`config.mk`:
```
export PLATFORM = sky130hd
export DESIGN_NAME = alu_control
export DESIGN_NICKNAME = d
export VERILOG_FILES = /design/src/rtl/alu_control.sv
export SDC_FILE = /design/constraint.sdc
export NUM_CORES = 1
export LEC_CHECK = 0
export ABC_AREA = 1
export BUFFER_PORTS_ARGS = -buffer_cell sky130_fd_sc_hd__buf_4
export CORE_AREA = 2 2 39 41
export CTS_CLUSTER_SIZE = 14
export DETAILED_ROUTE_END_ITERATION = 8
export DIE_AREA = 0 0 41 43
export GPL_TIMING_DRIVEN = 0
export HOLD_SLACK_MARGIN = 0.1
export MAX_ROUTING_LAYER = met4
export PLACE_DENSITY = 0.36
export SKIP_LAST_GASP = 1
export SYNTH_ARGS = -nofsm -noshare
export SYNTH_HDL_FRONTEND = slang
export SYNTH_SLANG_ARGS = --single-unit
```
`constraint.sdc`:
```
create_clock -name inp_clk -period 0.9 [get_ports inp_clk]
set_input_delay 0.18 -clock inp_clk [delete_from_list [all_inputs] [get_ports inp_clk]]
set_output_delay 0.18 -clock inp_clk [all_outputs]
set_load 0.03 [all_outputs]
```
`src/rtl/alu_control.sv`:
```
// Registered ALU-control decoder: maps the main-control operation class and
// the instruction function field onto the 3-bit ALU select plus an illegal flag.
module alu_control (
    input  logic       inp_clk,
    input  logic       inp_rst_n,
    input  logic [1:0] inp_aluOp,
    input  logic [3:0] inp_func,
    output logic [2:0] out_aluControl,
    output logic       out_illegal
);

    localparam logic [2:0] SEL_AND = 3'b000;
    localparam logic [2:0] SEL_OR  = 3'b001;
    localparam logic [2:0] SEL_ADD = 3'b010;
    localparam logic [2:0] SEL_SUB = 3'b011;
    localparam logic [2:0] SEL_SLT = 3'b100;
    localparam logic [2:0] SEL_XOR = 3'b101;
    localparam logic [2:0] SEL_NOR = 3'b110;
    localparam logic [2:0] SEL_SLL = 3'b111;

    logic [2:0] w_sel;
    logic       w_illegal;
    logic [2:0] r_sel;
    logic       r_illegal;

    // Unknown or unlisted codes fall into the defaults: ADD, not illegal.
    always_comb begin
        w_sel     = SEL_ADD;
        w_illegal = 1'b0;
        case (inp_aluOp)
            2'b00: begin
                case (inp_func)
                    4'd0:  w_sel = SEL_ADD;
                    4'd1:  w_sel = SEL_SUB;
                    4'd2:  w_sel = SEL_AND;
                    4'd3:  w_sel = SEL_OR;
                    4'd4:  w_sel = SEL_SLT;
                    4'd5:  w_sel = SEL_XOR;
                    4'd6:  w_sel = SEL_NOR;
                    4'd7:  w_sel = SEL_SLL;
                    4'd8, 4'd9, 4'd10, 4'd11,
                    4'd12, 4'd13, 4'd14, 4'd15: begin
                        w_sel     = SEL_ADD;
                        w_illegal = 1'b1;
                    end
                    default: begin
                        w_sel     = SEL_ADD;
                        w_illegal = 1'b0;
                    end
                endcase
            end
            2'b01: w_sel = SEL_ADD;
            2'b10: w_sel = SEL_SUB;
            2'b11: begin
                case (inp_func[1:0])
                    2'b00:   w_sel = SEL_AND;
                    2'b01:   w_sel = SEL_OR;
                    2'b10:   w_sel = SEL_SLT;
                    2'b11:   w_sel = SEL_XOR;
                    default: w_sel = SEL_ADD;
                endcase
            end
            default: begin
                w_sel     = SEL_ADD;
                w_illegal = 1'b0;
            end
        endcase
    end

    always_ff @(posedge inp_clk) begin
        if (!inp_rst_n) begin
            r_sel     <= SEL_ADD;
            r_illegal <= 1'b0;
        end else begin
            r_sel     <= w_sel;
            r_illegal <= w_illegal;
        end
    end

    assign out_aluControl = r_sel;
    assign out_illegal    = r_illegal;

endmodule

```
==> metrics <==
Synth Net Count 44; antenna viol nets, final 0; CTS buffer count 3; Tcrit/Tclk final 0.946; grt ovf 0; worst setup path category reg2out; Starting Density 0.168; met3 routed WL 43 um; GP Congestion 0.667; fillcell total 158; leak pwr 0.200 nW; share of layout cells above drive strength 1 0.348; CP max stage cell dfxtp_1; drt drc 0; Multi-input gate area 123 um2; WL final 439 um; design area 362 um2; CP top delay family flip-flops; critical path fanouts, max 1; vias in the first global route 217; port bufs 11; hold depth 3; Antenna Cells 0; Worst setup SP type flip-flop; clk slew on worst S/H paths 0.04 ns; placed cells 59; Worst EP required 0.72 ns; commonest non-fill, non-tap cell in the layout buf_4; Root Buffer clkbuf_4; Placed Area 335 um2; Worst-Margin Slew 0.165 ns; Post CTS Setup Buffer Count 0; Synth area leader dfxtp_1; Max Fclk 1170 MHz; Die Y 43 um; hold path start inp_func[3]; RSZ-0062 raised after global routing no; Setup crit end kind output port; Hold WS 0.181 ns; largest family of logic cells by synthesized area simple AND/OR/NAND/NOR gates; die width 41 um; row count 14; Ports 12; Pre-antenna DRT Iters 4; Die Area 1760 um2; Cells after Synth 32; 1st-iter DRT viols 5; Final setup viols 0; Slew HR 0.890; largest cells by area after synthesis dfxtp_1 (34%), ha_1 (22%), nand2_1 (13%), inv_1 (11%), nand3_1 (8.6%); highest metal layer with signal wires met3; slowest stage delay, CP 0.31 ns; first-pass GRT wire length 807 um; post-synthesis mux area share 0; Synth Area in Adders 0.215; maximum VDD drop 0.263 mV; commonest non-fill, non-tap cells in the layout buf_4 (10), nand2_1 (8), inv_1 (7); Total GRT Usage 0.0707; fin util 0.261; Core Region 1380 um2; area delta synth->final 55.4%; sequential area share after synthesis 0.344; post-synth cell types 9; yosys warns 0; xor and xnor fraction of the mapped netlist area 0; Sequential Area 80.1 um2; critical path arrival 0.67 ns; minimum clock period after layout 0.852 ns; antenna violations before repair 0; Post-Syn Area 233 um2; Synth Area in Simple Gates 0.231; DR vias/cell 3.63; syn avg cell area 7.27 um2; Via Count 225; TritonCTS clock tree done; Avg WL per Cell 7.08 um; final net count 60; power per cell area 1420 nW/um2; Total Neg Setup Slack 0 ns; M1 wire length 168 um; Compound-Gate Fraction of Synth Area 0.0806; final cell count without fillers 62; worst path bufs/invs 1; metal2 WL 228 um; outcome complete, no violations; H-tree Lvls 1; CTS Buffer Depth 2; CP cell instances buf_6; WHS Endpoint out_illegal; #FFs+latches synth 4; Hold Crit Class in2reg; Post-DP HPWL 389 um; max-slew violation count 0; Fin. Hold Viols 0; post-synth top area share 0.344; clock sink total 4; max_cap viols 0; largest net degree at the start of global routing 5
## Yosys cell counts
| cell | count |
|---|---|
| dfxtp_1 | 4 |
| inv_2 | 1 |
| a21oi_1 | 2 |
| a21oi_2 | 1 |
| nand3_1 | 4 |
| nand2_1 | 8 |
| nor2_1 | 1 |
| inv_1 | 7 |
| ha_1 | 4 |
## registers in the layout (all words and copies together), names as in the netlist
name            count
out_aluControl      3
out_illegal         1
## power by group
group / switching, mW / total, mW / internal, mW
sequential: 0.00281 / 0.191 / 0.188
clock: 0.0658 / 0.214 / 0.149
combinational: 0.0582 / 0.109 / 0.0511
total: 0.127 / 0.515 / 0.388
## metrics by stage
stage,power (mW),worst slack [ns]
after detailed placement,0.302,-0.123
final,0.515,0.0482
after global placement,0.302,-0.123
after floorplan,0.251,0.102
after CTS,0.530,0.0280
after global routing,0.560,0.00340
## metal layers
layer,vias to the layer above,track usage
met5,-,-
met4,0,0.0600
met3,0,0.0157
met2,8,0.0969
met1,92,0.0825
li1,125,-
## how the worst max path moves through the flow
| stage | depth (start not counted) | to | slack, ns | start |
|---|---|---|---|---|
| 4_1_cts | 1 | out_aluControl[1] | 0.03 | out_aluControl[1] |
| 2_1_floorplan | 4 | out_aluControl[1] | 0.10 | inp_aluOp[0] |
| 6_report | 1 | out_aluControl[1] | 0.05 | out_aluControl[1] |
| 3_3_place_gp | 6 | out_aluControl[1] | -0.12 | inp_aluOp[0] |
| 5_1_grt | 1 | out_aluControl[1] | 0.003 | out_aluControl[1] |
| 3_5_place_dp | 6 | out_aluControl[1] | -0.12 | inp_aluOp[0] |
## logic make-up (layout without fill, tap and decap cells)
group,after synthesis,count (layout)
AO/OA/AOI/OAI,3,3
adder cells (fa/ha/maj),4,4
buffers and inverters,8,22
flip-flops,4,4
AND/OR/NAND/NOR,13,13
## cell type report
| cell class | count | area share |
|---|---|---|
| multi-input combinational | 20 | 0.339 |
| timing repair buffer | 11 | 0.239 |
| sequential | 4 | 0.221 |
| inverter | 8 | 0.0830 |
| clock buffer | 3 | 0.0623 |
| tap | 16 | 0.0554 |
## repair_timing
action,in CTS,in global routing
hold buffers,0,0
resized for setup,0,1
hold endpoints to repair,0,0
endpoints found under the setup margin,0,1
No activity file was read; power rests on OpenSTA's default activity.
